--- config.mk ---
export PLATFORM = sky130hd
export DESIGN_NAME = alu_core_seq
export DESIGN_NICKNAME = d
export VERILOG_FILES = /design/src/rtl/alu_pkg.sv /design/src/rtl/alu_iter_unit.sv /design/src/rtl/alu_core_seq.sv
export SDC_FILE = /design/constraint.sdc
export NUM_CORES = 1
export LEC_CHECK = 0
export CORE_MARGIN = 1
export CORE_UTILIZATION = 50
export DETAILED_ROUTE_END_ITERATION = 16
export PLACE_DENSITY = 0.74
export REMOVE_ABC_BUFFERS = 1
export SYNTH_ARGS = -nofsm -noshare
export SYNTH_HDL_FRONTEND = slang
export SYNTH_SLANG_ARGS = --single-unit
--- constraint.sdc ---
create_clock -name slow_clock -period 4.2 [get_ports slow_clock]
set_clock_uncertainty 0.2 [all_clocks]
set_input_delay 1.05 -clock slow_clock [delete_from_list [all_inputs] [get_ports slow_clock]]
set_output_delay 1.05 -clock slow_clock [all_outputs]
set_load 0.01 [all_outputs]
--- src/rtl/alu_pkg.sv ---
// Shared encodings for the sequential ALU: operation modes, FSM states and
// the iteration counter sizing helper.
package alu_pkg;

    localparam logic [1:0] MODE_ADD = 2'b00;
    localparam logic [1:0] MODE_SUB = 2'b01;
    localparam logic [1:0] MODE_MUL = 2'b10;
    localparam logic [1:0] MODE_DIV = 2'b11;

    typedef enum logic [1:0] {
        ST_IDLE = 2'b00,
        ST_EXEC = 2'b01,
        ST_DONE = 2'b10,
        ST_BAD  = 2'b11
    } state_t;

    // Bits needed to count iterations 0 .. n-1 (never less than one bit).
    function automatic int cnt_width(input int n);
        return (n <= 2) ? 1 : $clog2(n);
    endfunction

endpackage

--- src/rtl/alu_iter_unit.sv ---
// Shared iterative datapath: shift-add multiply or restoring divide, one bit
// per step. The result port shows the value after the step being applied now.
module alu_iter_unit
    import alu_pkg::*;
#(
    parameter int WIDTH = 5,
    parameter int OUT_W = 2 * WIDTH
) (
    input  logic             clk,
    input  logic             rst_n,
    input  logic             start,
    input  logic             step,
    input  logic             div_sel,
    input  logic [WIDTH-1:0] a_in,
    input  logic [WIDTH-1:0] b_in,
    output logic [OUT_W-1:0] result
);

    // acc: product accumulator / partial remainder
    // sh : shifted multiplicand / divisor
    // mq : multiplier bits / dividend shifting out, quotient shifting in
    logic [OUT_W-1:0] acc_q, acc_d;
    logic [OUT_W-1:0] sh_q, sh_d;
    logic [WIDTH-1:0] mq_q, mq_d;
    logic             div_q, div_d;
    logic [WIDTH:0]   shifted;
    logic [WIDTH:0]   trial;

    always_comb begin
        acc_d   = acc_q;
        sh_d    = sh_q;
        mq_d    = mq_q;
        div_d   = div_q;
        shifted = {acc_q[WIDTH-1:0], mq_q[WIDTH-1]};
        trial   = shifted - {1'b0, sh_q[WIDTH-1:0]};

        if (start) begin
            div_d = div_sel;
            acc_d = '0;
            if (div_sel) begin
                sh_d = {{WIDTH{1'b0}}, b_in};
                mq_d = a_in;
            end else begin
                sh_d = {{WIDTH{1'b0}}, a_in};
                mq_d = b_in;
            end
        end else if (step) begin
            if (div_q) begin
                // trial[WIDTH] is the borrow: set means the divisor did not fit
                if (!trial[WIDTH]) begin
                    acc_d = {{(OUT_W-WIDTH-1){1'b0}}, trial};
                    mq_d  = {mq_q[WIDTH-2:0], 1'b1};
                end else begin
                    acc_d = {{(OUT_W-WIDTH-1){1'b0}}, shifted};
                    mq_d  = {mq_q[WIDTH-2:0], 1'b0};
                end
            end else begin
                if (mq_q[0]) begin
                    acc_d = acc_q + sh_q;
                end
                sh_d = sh_q << 1;
                mq_d = mq_q >> 1;
            end
        end

        result = div_q ? {acc_d[WIDTH-1:0], mq_d} : acc_d;
    end

    always_ff @(posedge clk or negedge rst_n) begin
        if (!rst_n) begin
            acc_q <= '0;
            sh_q  <= '0;
            mq_q  <= '0;
            div_q <= 1'b0;
        end else begin
            acc_q <= acc_d;
            sh_q  <= sh_d;
            mq_q  <= mq_d;
            div_q <= div_d;
        end
    end

endmodule

--- src/rtl/alu_core_seq.sv ---
// Sequential ALU: ADD/SUB finish in one edge, MUL/DIV iterate WIDTH edges in
// the shared iteration unit. Handshake: start is honoured only in IDLE; done
// pulses for one cycle in DONE with out/div_by_zero valid and held afterwards.
module alu_core_seq
    import alu_pkg::*;
#(
    parameter int WIDTH = 5,
    parameter int OUT_W = 2 * WIDTH
) (
    input  logic             slow_clock,
    input  logic             reset,
    input  logic             start,
    input  logic [1:0]       mode,
    input  logic [WIDTH-1:0] A,
    input  logic [WIDTH-1:0] B,
    output logic [OUT_W-1:0] out,
    output logic [1:0]       state,
    output logic             busy,
    output logic             done,
    output logic             div_by_zero
);

    localparam int            CW       = cnt_width(WIDTH);
    localparam logic [CW-1:0] CNT_LAST = CW'(WIDTH - 1);

    state_t           state_q, state_d;
    logic [CW-1:0]    cnt_q, cnt_d;
    logic [OUT_W-1:0] out_q, out_d;
    logic             dbz_q, dbz_d;
    logic             busy_q, busy_d;
    logic             done_q, done_d;
    logic             iter_start;
    logic             iter_step;
    logic [OUT_W-1:0] iter_result;

    alu_iter_unit #(
        .WIDTH(WIDTH),
        .OUT_W(OUT_W)
    ) u_iter (
        .clk    (slow_clock),
        .rst_n  (reset),
        .start  (iter_start),
        .step   (iter_step),
        .div_sel(mode == MODE_DIV),
        .a_in   (A),
        .b_in   (B),
        .result (iter_result)
    );

    always_comb begin
        state_d    = state_q;
        cnt_d      = cnt_q;
        out_d      = out_q;
        dbz_d      = dbz_q;
        iter_start = 1'b0;
        iter_step  = 1'b0;

        case (state_q)
            ST_IDLE: begin
                if (start) begin
                    case (mode)
                        MODE_ADD: begin
                            out_d   = {{WIDTH{1'b0}}, A} + {{WIDTH{1'b0}}, B};
                            dbz_d   = 1'b0;
                            state_d = ST_DONE;
                        end
                        MODE_SUB: begin
                            out_d   = {{WIDTH{1'b0}}, A} - {{WIDTH{1'b0}}, B};
                            dbz_d   = 1'b0;
                            state_d = ST_DONE;
                        end
                        default: begin
                            if (mode == MODE_DIV && B == '0) begin
                                out_d   = {A, {WIDTH{1'b1}}};
                                dbz_d   = 1'b1;
                                state_d = ST_DONE;
                            end else begin
                                iter_start = 1'b1;
                                cnt_d      = '0;
                                state_d    = ST_EXEC;
                            end
                        end
                    endcase
                end
            end
            ST_EXEC: begin
                iter_step = 1'b1;
                if (cnt_q == CNT_LAST) begin
                    out_d   = iter_result;
                    dbz_d   = 1'b0;
                    cnt_d   = '0;
                    state_d = ST_DONE;
                end else begin
                    cnt_d = cnt_q + 1'b1;
                end
            end
            ST_DONE: state_d = ST_IDLE;
            default: state_d = ST_IDLE;
        endcase

        done_d = (state_d == ST_DONE);
        busy_d = (state_d != ST_IDLE);
    end

    always_ff @(posedge slow_clock or negedge reset) begin
        if (!reset) begin
            state_q <= ST_IDLE;
            cnt_q   <= '0;
            out_q   <= '0;
            dbz_q   <= 1'b0;
            busy_q  <= 1'b0;
            done_q  <= 1'b0;
        end else begin
            state_q <= state_d;
            cnt_q   <= cnt_d;
            out_q   <= out_d;
            dbz_q   <= dbz_d;
            busy_q  <= busy_d;
            done_q  <= done_d;
        end
    end

    assign out         = out_q;
    assign state       = state_q;
    assign busy        = busy_q;
    assign done        = done_q;
    assign div_by_zero = dbz_q;

endmodule
==> flow_metrics.tcl, run 1 <==
set metrics [dict create \
    antenna_cells 0 \
    leakagePower_nw 1.771 \
    cts_resized 0 \
    nNetsFinal 455 \
    endpoint "out[2]" \
    syn_area_um2 3402 \
    seqPwrFrac 0.311 \
    dp_hpwl_um 6768 \
    regToRegEndpoint "out[2]" \
    synth-seq-cells 44 \
    worstReg2RegStart "u_iter.sh_q[1]" \
    final_cell_mix "44 x nand2_1, 44 x dfrtp_1, 29 x o21ai_0, 28 x clkdlybuf4s50_1, 27 x ha_1" \
    synthFlopType "dfrtp_1" \
    viasPerCell 6.226 \
    syn_avg_cell_area_um2 8.836 \
    status "finished, violations left" \
    synth_largest_area_cell "dfrtp_1" \
    floorplan.rows 29 \
    grt_max_degree 45 \
    antenna_found_initial 0 \
    pwr-share-clk 0.109 \
    htree_levels 2 \
    crit_start "u_iter.sh_q[1]" \
    worst-path-max-fanout 12 \
    routed_wl_um 8925 \
    clockRootBuffer "clkbuf_8" \
    dieArea_um2 7138 \
    r2r_cells 13 \
    cts_sinks 44 \
    switching_power_mw 1.261 \
    crit_arrival_ns 3.53 \
    cap_viol_max_count 0 \
    port_buffers 29 \
    num_io_pins 30 \
    crit_path_end_kind "flop" \
    grt_usage 0.2715 \
    clk_pin_slew_ns 0.09 \
    r2r_slack_ns 0.66 \
    placed_area_um2 3750 \
    setup_violations 0 \
    setup_tns_ns 0 \
    layout-drive-gt1-share 0.08049 \
    initial_core_util 0.5267 \
    vias 3032 \
    final_area_um2 3846 \
    yosys_warnings 0 \
    crit_type "reg2reg" \
    ctsHoldBuffers 0 \
    grt_setup_unrepaired "no" \
    hold_path_class "reg2reg" \
    coreArea_um2 6459 \
    ir_drop_mv 0.3530 \
    min_period_ns 3.541 \
    cts_buffer_depth 2 \
    yosys-top-cells-area "dfrtp_1 32%, ha_1 9.9%, nand2_1 4.9%" \
    yosys.area.top_type_share 0.3236 \
    cts_made_buffers 5 \
    max_freq_mhz 282.4 \
    routabilityCongestion 0.9597 \
    cellPowerDensity_nw_per_um2 698.6 \
    ant_nets 0 \
    die_h_um 84.49 \
    yosysSeqAreaShare 0.3236 \
    violations "design-rule violations" \
    cp-start-kind "flop" \
    fin_crit_sh 0.8430 \
    drt_iter0_markers 266 \
    wl_per_cell_um 18.33 \
    post_cts_buffers 0 \
    fp.dieW_um 84.49 \
    grt_pass1_vias 2946 \
    overflow 0 \
    synthCells 385 \
    combPwrFrac 0.579 \
    worstMarginPinSlew_ns 0.9961 \
    synth_edf_count 0 \
    dr.pass1.iters 11 \
    switching_share 0.4694 \
    total_power_mw 2.687 \
    drcViolationCount 1 \
    area_delta_synth_final_pct 13.06 \
    crit_required_ns 4.19 \
    drv_slew 0 \
    ys_types 62 \
    hold_viol 0 \
    cellInternalPower_mw 1.426 \
    grt_pass1_wl_um 14950 \
    async_reset_ff_frac 1.000 \
    relSlewSlack 0.3360 \
    worstSkewPairLatency_ns 0.31 \
    cts_tree "built" \
]
==> per-layer routing <==
metal,GRT usage,wire length (um)
met5,0,0
met4,0.1094,231
met3,0.03835,562
met2,0.4442,4123
met1,0.3640,4008
==> per-stage QoR <==
| stage | hold WS (ns) | utilization | worst slack [ns] | instances |
|---|---|---|---|---|
| finish | 0.2939 | 0.5955 | 0.6594 | 487 |
| detailed placement | 0.2694 | 0.5806 | 0.5694 | 479 |
| global route | 0.3249 | 0.5955 | 0.4912 | 487 |
| global placement | 0.2662 | 0.5806 | 0.6169 | 479 |
| CTS | 0.2951 | 0.5955 | 0.6812 | 487 |
| floorplan | 0.2656 | - | 1.047 | 365 |
==> layout make-up <==
cell class / count / area (um^2)
sequential: 44 / 1101
clock buffer: 6 / 82.58
inverter: 24 / 90.09
tap: 77 / 96.34
timing repair buffer: 37 / 345.3
fill: 569 / 2613
multi-input combinational: 297 / 2117
clock inverter: 2 / 13.76
==> flip-flops by register name (all words and copies together), names as in the netlist <==
register      flops
out              10
u_iter.acc_q     10
u_iter.sh_q      10
u_iter.mq_q       5
cnt_q             3
state             2
busy              1
div_by_zero       1
done              1
u_iter.div_q      1
==> kinds of logic after synthesis <==
family	Yosys count	share of synthesized area
buf+inv	44	0.05407
fa+ha+maj	31	0.1228
simple gates	130	0.2027
xor+xnor	7	0.01802
compound gates	114	0.2343
flops	44	0.3236
mux	15	0.04450
==> power by group through the flow <==
stage | logic (mW) | clock network (mW) | registers, mW
final | 1.56 | 0.293 | 0.837
after detailed placement | 1.55 | 0 | 0.839
after floorplan | 1.02 | 0 | 0.797
after global routing | 1.73 | 0.314 | 0.860
after global placement | 1.52 | 0 | 0.830
after CTS | 1.55 | 0.299 | 0.830
==> how the worst min path moves through the flow <==
stage,slack (ns),from,end,cells past startpoint
6_report,0.29,div_by_zero,div_by_zero,2
5_1_grt,0.32,out[1],out[1],2
4_1_cts,0.30,div_by_zero,div_by_zero,2
3_5_place_dp,0.27,out[0],out[0],2
3_3_place_gp,0.27,div_by_zero,div_by_zero,2
2_1_floorplan,0.27,cnt_q[2],cnt_q[2],1
==> critical path: stages, from the launching register on <==
cell      delay [ns]
dfrtp_1         0.44
inv_1           0.13
ha_1            0.30
nor2b_1         0.13
o21a_1          0.17
o21ai_0         0.22
nand2b_1        0.10
a21o_1          0.18
ha_1            0.42
nand2_1         0.13
o211ai_1        0.12
a32o_1          0.34
o221a_2         0.27
mux2_2          0.26
==> cell usage after synthesis, drive strengths merged, types with 8 or more instances <==
master,number
dfrtp,44
a21o,9
ha,27
clkbuf,12
a31oi,13
nor2b,8
o221ai,8
o21ai,30
nor2,19
buf,8
inv,24
nand3,16
a21oi,19
mux2i,14
nand2,44
(Power assumes the default switching activity.)
==> run 2: changes to the inputs <==
--- a/config.mk
+++ b/config.mk
@@ -8,7 +8,7 @@
 export CORE_MARGIN = 1
 export CORE_UTILIZATION = 50
 export DETAILED_ROUTE_END_ITERATION = 16
-export PLACE_DENSITY = 0.74
+export PLACE_DENSITY = 0.76
 export REMOVE_ABC_BUFFERS = 1
 export SYNTH_ARGS = -nofsm -noshare
 export SYNTH_HDL_FRONTEND = slang
==> constraint.sdc (replaced) <==
create_clock -name slow_clock -period 2.9 [get_ports slow_clock]
set_clock_uncertainty 0.2 [all_clocks]
set_input_delay 0.725 -clock slow_clock [delete_from_list [all_inputs] [get_ports slow_clock]]
set_output_delay 0.725 -clock slow_clock [all_outputs]
set_load 0.01 [all_outputs]
==> run 2 against run 1 <==
  * The run ends with design-rule violations, negative setup slack left
  * Highest routed layer unchanged
  * Combinational power increased by 85%
  * Critical path type unchanged
  * Cell count increased by 11%
  * Hold slack got worse by 0.017 ns
  * Worst setup slack got worse by 0.69 ns
  * Flip-flop and latch count unchanged
  * Count of clock-buffer cells in the layout decreased by 1
  * Critical path depth unchanged
  * Clock power increased by 73%
  * Sequential share of layout area decreased by 3.1 points
  * Die area unchanged
==> flow_metrics.tcl, run 2 (same netlist as run 1, synthesis figures left out) <==
set metrics [dict create \
    routed_wl_um 9644 \
    hold_viol 0 \
    cts_buffer_depth 2 \
    wl_per_cell_um 17.89 \
    grt_usage 0.2793 \
    final_cell_mix "60 x buf_4, 44 x dfrtp_1, 43 x nand2_1, 28 x clkdlybuf4s50_1, 27 x o21ai_0" \
    dp_hpwl_um 7218 \
    crit_type "reg2reg" \
    placed_area_um2 4118 \
    num_io_pins 30 \
    setup_tns_ns -0.03104 \
    violations "design-rule violations, negative setup slack" \
    cts_tree "built" \
    drv_slew 0 \
    max_freq_mhz 341.2 \
    slowest_stage "dfrtp_1" \
    cap_viol_max_count 0 \
    holdWs_ns 0.2770 \
    nNetsFinal 507 \
    overflow 0 \
    dieArea_um2 7138 \
    clockRootBuffer "clkbuf_8" \
    crit_buf_inv 1 \
    grt_max_degree 45 \
    grt_setup_unrepaired "yes" \
    path_cells "inv_2 -> ha_4 -> nor2b_1 -> o21a_1 -> o21ai_2 -> nand2b_1 -> a21o_1 -> ha_4 -> nand2_2 -> o211ai_1 -> a32o_2 -> o221a_2 -> mux2_4" \
    layout-drive-gt1-share 0.2056 \
    worst-path-max-fanout 4 \
    htree_levels 2 \
    worstReg2RegStart "u_iter.sh_q[1]" \
    port_buffers 29 \
    hold_path_class "in2async" \
    antenna_found_initial 0 \
    drcViolationCount 2 \
    grt_pass1_wl_um 15570 \
    antenna_cells 0 \
    min_period_ns 2.931 \
    viasPerCell 5.955 \
    fin_ws_ns -0.03104 \
    relSlewSlack 0.6146 \
    ant_nets 0 \
    clk_pin_slew_ns 0.09 \
    path_delay_family "compound AO/OA/AOI/OAI gates" \
    cts_sinks 44 \
    cpMostUsedCell "ha_4" \
    leakagePower_nw 2.040 \
    worstSkewPairLatency_ns 0.31 \
    total_power_mw 4.514 \
    fp.dieW_um 84.49 \
    crit_start "u_iter.sh_q[1]" \
    ir_drop_mv 0.5189 \
    die_h_um 84.49 \
    max_stage_delay_ns 0.40 \
    vias 3210 \
    worstMarginPinSlew_ns 0.5780 \
    cp-start-kind "flop" \
    floorplan.rows 29 \
    crit_required_ns 2.90 \
    status "finished, violations left" \
    cellPowerDensity_nw_per_um2 1046 \
    crit_arrival_ns 2.93 \
    grt_pass1_vias 3173 \
    pre_cts_ws_ns -0.1910 \
    crit_path_end_kind "flop" \
    final_area_um2 4315 \
    initial_core_util 0.5267 \
    setup_violations 1 \
    coreArea_um2 6459 \
    cts_made_buffers 5 \
    routabilityCongestion 0.9037 \
    layout.cells.most_common "buf_4" \
    area_delta_synth_final_pct 26.85 \
    drt_iter0_markers 268 \
    dr.pass1.iters 11 \
    fin_crit_sh 1.011 \
]
[run 2: cell types whose count changed in the layout (fill, tap and decap cells not counted), sizes merged]
cell,delta
buf,+52
bufinv,+1
clkbuf,-1
clkinv,-1
clkinvlp,+1
[run 2: path summary, 6_finish.rpt]
| path | to | slack [ns] | cells after the start |
|---|---|---|---|
| hold / removal | u_iter.sh_q[5] | 0.28 | 2 |
| hold reg to reg | out[0] | 0.30 | 2 |
| max in group asynchronous | busy | 1.82 | 2 |
| min in group slow_clock | out[0] | 0.30 | 2 |
| setup reg to reg | out[2] | -0.03 | 13 |
| setup / recovery | out[2] | -0.03 | 13 |
[run 2: area by class of cell]
| type | count | area, um^2 |
|---|---|---|
| clock buffer | 5 | 68.82 |
| clock inverter | 3 | 46.29 |
| fill | 549 | 2143 |
| inverter | 24 | 90.09 |
| multi-input combinational | 297 | 2177 |
| sequential | 44 | 1101 |
| tap | 77 | 96.34 |
| timing repair buffer | 89 | 735.7 |
[run 2: metal layers]
layer | up-vias | share of wire | wire, um | global-route usage
met5 | - | 0 | 0 | 0
met4 | 0 | 0.017 | 166 | 0.09399
met3 | 15 | 0.054 | 516 | 0.03540
met2 | 104 | 0.49 | 4758 | 0.4775
met1 | 1530 | 0.44 | 4202 | 0.3668
li1 | 1561 | - | - | -
[run 2: report_power, final]
part / leakage (nW) / total (mW) / switching [mW] / internal [mW]
combinational: 1.43 / 2.88 / 1.52 / 1.36
sequential: 0.557 / 1.12 / 0.253 / 0.870
clock: 0.0548 / 0.507 / 0.247 / 0.260
total: 2.04 / 4.51 / 2.02 / 2.49
[run 2: stage by stage]
stage / instances / util
3_3_place_gp: 528 / 0.6375
2_1_floorplan: 365 / -
5_1_grt: 539 / 0.6682
6_report: 539 / 0.6682
4_1_cts: 537 / 0.6612
3_5_place_dp: 528 / 0.6375
[run 2: repair_timing]
item / CTS / global route
hold buffers: 0 / 0
pin swaps: 2 / 5
buffers inserted: 1 / 2
endpoints found under the setup margin: 6 / 5
gates resized for setup: 6 / 7
==> run 3: changes to the inputs <==
--- a/config.mk
+++ b/config.mk
@@ -6,9 +6,9 @@
 export NUM_CORES = 1
 export LEC_CHECK = 0
 export CORE_MARGIN = 1
-export CORE_UTILIZATION = 50
+export CORE_UTILIZATION = 45
 export DETAILED_ROUTE_END_ITERATION = 16
-export PLACE_DENSITY = 0.76
+export PLACE_DENSITY = 0.7
 export REMOVE_ABC_BUFFERS = 1
 export SYNTH_ARGS = -nofsm -noshare
 export SYNTH_HDL_FRONTEND = slang
==> run 3 against run 2 <==
  * The flow finishes with violations (negative setup slack)
  * Via count rose by 0.12%
  * Utilization shrank 8.4 points
  * Maximum frequency barely moved
  * Hold slack worse by 0.11 ns
  * Register-to-register slack hardly changed
  * Global-route usage fell by 1.8 points
  * Critical path depth stayed put
  * Count of clock-buffer cells in the layout unchanged
  * Sequential share of layout area increased by 0.34 points
  * Flip-flop and latch count stayed put
  * Die area rose by 11%
  * Total power fell by 3.9%
  * Critical path type unchanged
==> flow_metrics.tcl, run 3 (same netlist as run 1, synthesis figures left out) <==
set metrics [dict create \
    status "finished, violations left" \
    violations "negative setup slack" \
    met1_usage 0.3555 \
    drt_iter0_markers 231 \
    slowest_stage "dfrtp_1" \
    htree_levels 2 \
    cpMostUsedCell "ha_4" \
    crit_required_ns 2.89 \
    vias 3214 \
    leakagePower_nw 2.000 \
    antenna_found_initial 0 \
    die_h_um 88.95 \
    area_delta_synth_final_pct 25.19 \
    fin_crit_sh 1.012 \
    fin_ws_ns -0.03365 \
    routed_wl_um 9614 \
    drv_slew 0 \
    coreArea_um2 7292 \
    routabilityCongestion 0.8768 \
    hold_viol 0 \
    seqCellArea_um2 1101 \
    fill_cells 683 \
    crit_arrival_ns 2.92 \
    placed_area_um2 4108 \
    grt_max_degree 25 \
    setup_tns_ns -0.03365 \
    max_freq_mhz 340.9 \
    pre_cts_ws_ns -0.2646 \
    ir_drop_mv 0.3438 \
    crit_path_end_kind "flop" \
    final_area_um2 4259 \
    grt_pass1_vias 2993 \
    dieArea_um2 7912 \
    top_usage_layer "met2" \
    cp-start-kind "flop" \
    worstMarginPinSlew_ns 0.5384 \
    grt_pass1_wl_um 15430 \
    clk_pin_slew_ns 0.10 \
    cellPowerDensity_nw_per_um2 1019 \
    initial_core_util 0.4665 \
    fp.dieW_um 88.95 \
    viasPerCell 5.781 \
    max_stage_delay_ns 0.40 \
    wl_per_cell_um 17.29 \
    floorplan.rows 31 \
    min_period_ns 2.934 \
    worstSkewPairLatency_ns 0.31 \
    combPwrFrac 0.651 \
    path_cells "inv_2 -> ha_4 -> nor2b_1 -> o21a_1 -> o21ai_2 -> nand2b_1 -> a21o_1 -> ha_4 -> nand2_2 -> o211ai_1 -> a32o_2 -> o221a_2 -> mux2_2" \
    nNetsFinal 502 \
    port_buffers 29 \
    cts_tree "built" \
    use_met3 0.05171 \
    cellInternalPower_mw 2.370 \
    ant_nets 0 \
    seqPwrFrac 0.254 \
    hold_path_class "in2async" \
    pwr-share-clk 0.095 \
    final_cell_mix "55 x buf_4, 44 x dfrtp_1, 43 x nand2_1, 28 x clkdlybuf4s50_1, 27 x o21ai_0" \
    relSlewSlack 0.6392 \
    dp_hpwl_um 7433 \
    drcViolationCount 0 \
    cts_buffer_depth 2 \
    worst-path-max-fanout 4 \
    grt_setup_unrepaired "yes" \
    layout-drive-gt1-share 0.1904 \
    dr.pass1.iters 4 \
    cts_made_buffers 5 \
    crit_type "reg2reg" \
    grt_usage 0.2617 \
    multiInputGateArea_um2 2156 \
    overflow 0 \
    cts_sinks 44 \
    met2_usage 0.4203 \
    setup_violations 1 \
    ctsHoldBuffers 0 \
    antenna_cells 0 \
    layout.cells.most_common "buf_4" \
    cap_viol_max_count 0 \
    switching_power_mw 1.968 \
    num_io_pins 30 \
    switching_share 0.4536 \
    clockRootBuffer "clkbuf_8" \
]
run 3: cell types whose count changed in the layout (fill, tap and decap cells not counted):
cell       previous run  this run
a31oi_1              10        12
or3_1                 5         6
or3_4                 1         0
buf_4                60        55
mux2_2                0         1
a31oi_2               3         1
clkinv_2              0         1
mux2_4                1         0
bufinv_16             1         0
run 3: layout make-up:
class                   instances  area share
inverters                      24     0.02115
flip-flops and latches         44      0.2585
clock inverters                 3    0.004994
well taps                      99     0.02908
repair buffers                 84      0.1639
multi-input cells             297      0.5062
clock buffers                   5     0.01616
run 3: final timing paths:
kind / from / endpoint / slack [ns] / cells past startpoint
max: u_iter.sh_q[1] / out[2] / -0.03 / 13
min: reset / u_iter.sh_q[6] / 0.16 / 1
max reg2reg: u_iter.sh_q[1] / out[2] / -0.03 / 13
min reg2reg: out[1] / out[1] / 0.28 / 2
max in group asynchronous: reset / u_iter.mq_q[1] / 1.77 / 2
min in group slow_clock: out[1] / out[1] / 0.28 / 2
run 3: critical path: cells and delay by family, from the launching register on:
kind | cells | cell delay, ns
adders and majority gates | 2 | 0.43
AOI/OAI and AO/OA | 6 | 1.17
and+or+nand+nor | 3 | 0.25
buffers and inverters | 1 | 0.09
DFF | 1 | 0.40
muxes | 1 | 0.25
run 3: metal layers:
layer / wire, um / up-vias
met4: 223 / 0
met3: 539 / 26
met2: 4589 / 109
met5: 0 / -
met1: 4262 / 1537
li1: - / 1542
run 3: power by group through the flow:
stage	logic (mW)	clock network (mW)	registers [mW]
global route	3.11	0.444	1.13
detailed placement	2.68	0	1.10
CTS	2.77	0.424	1.09
global placement	2.62	0	1.10
floorplan	1.47	0	1.15
finish	2.82	0.412	1.10
run 3: stage by stage:
stage               hold slack (ns)  utilization  instances  power, mW
floorplan                    0.2294            -        365      2.627
global placement             0.2655       0.5633        545      3.718
detailed placement           0.2713       0.5633        545      3.777
CTS                          0.1779       0.5805        555      4.292
global route                 0.1902       0.5841        556      4.686
finish                       0.1625       0.5841        556      4.338
run 3: repair_timing:
item / in CTS / in global routing
pin swaps: 2 / 5
buffers inserted: 2 / 2
endpoints found under the setup margin: 6 / 6
gates resized for setup: 6 / 3
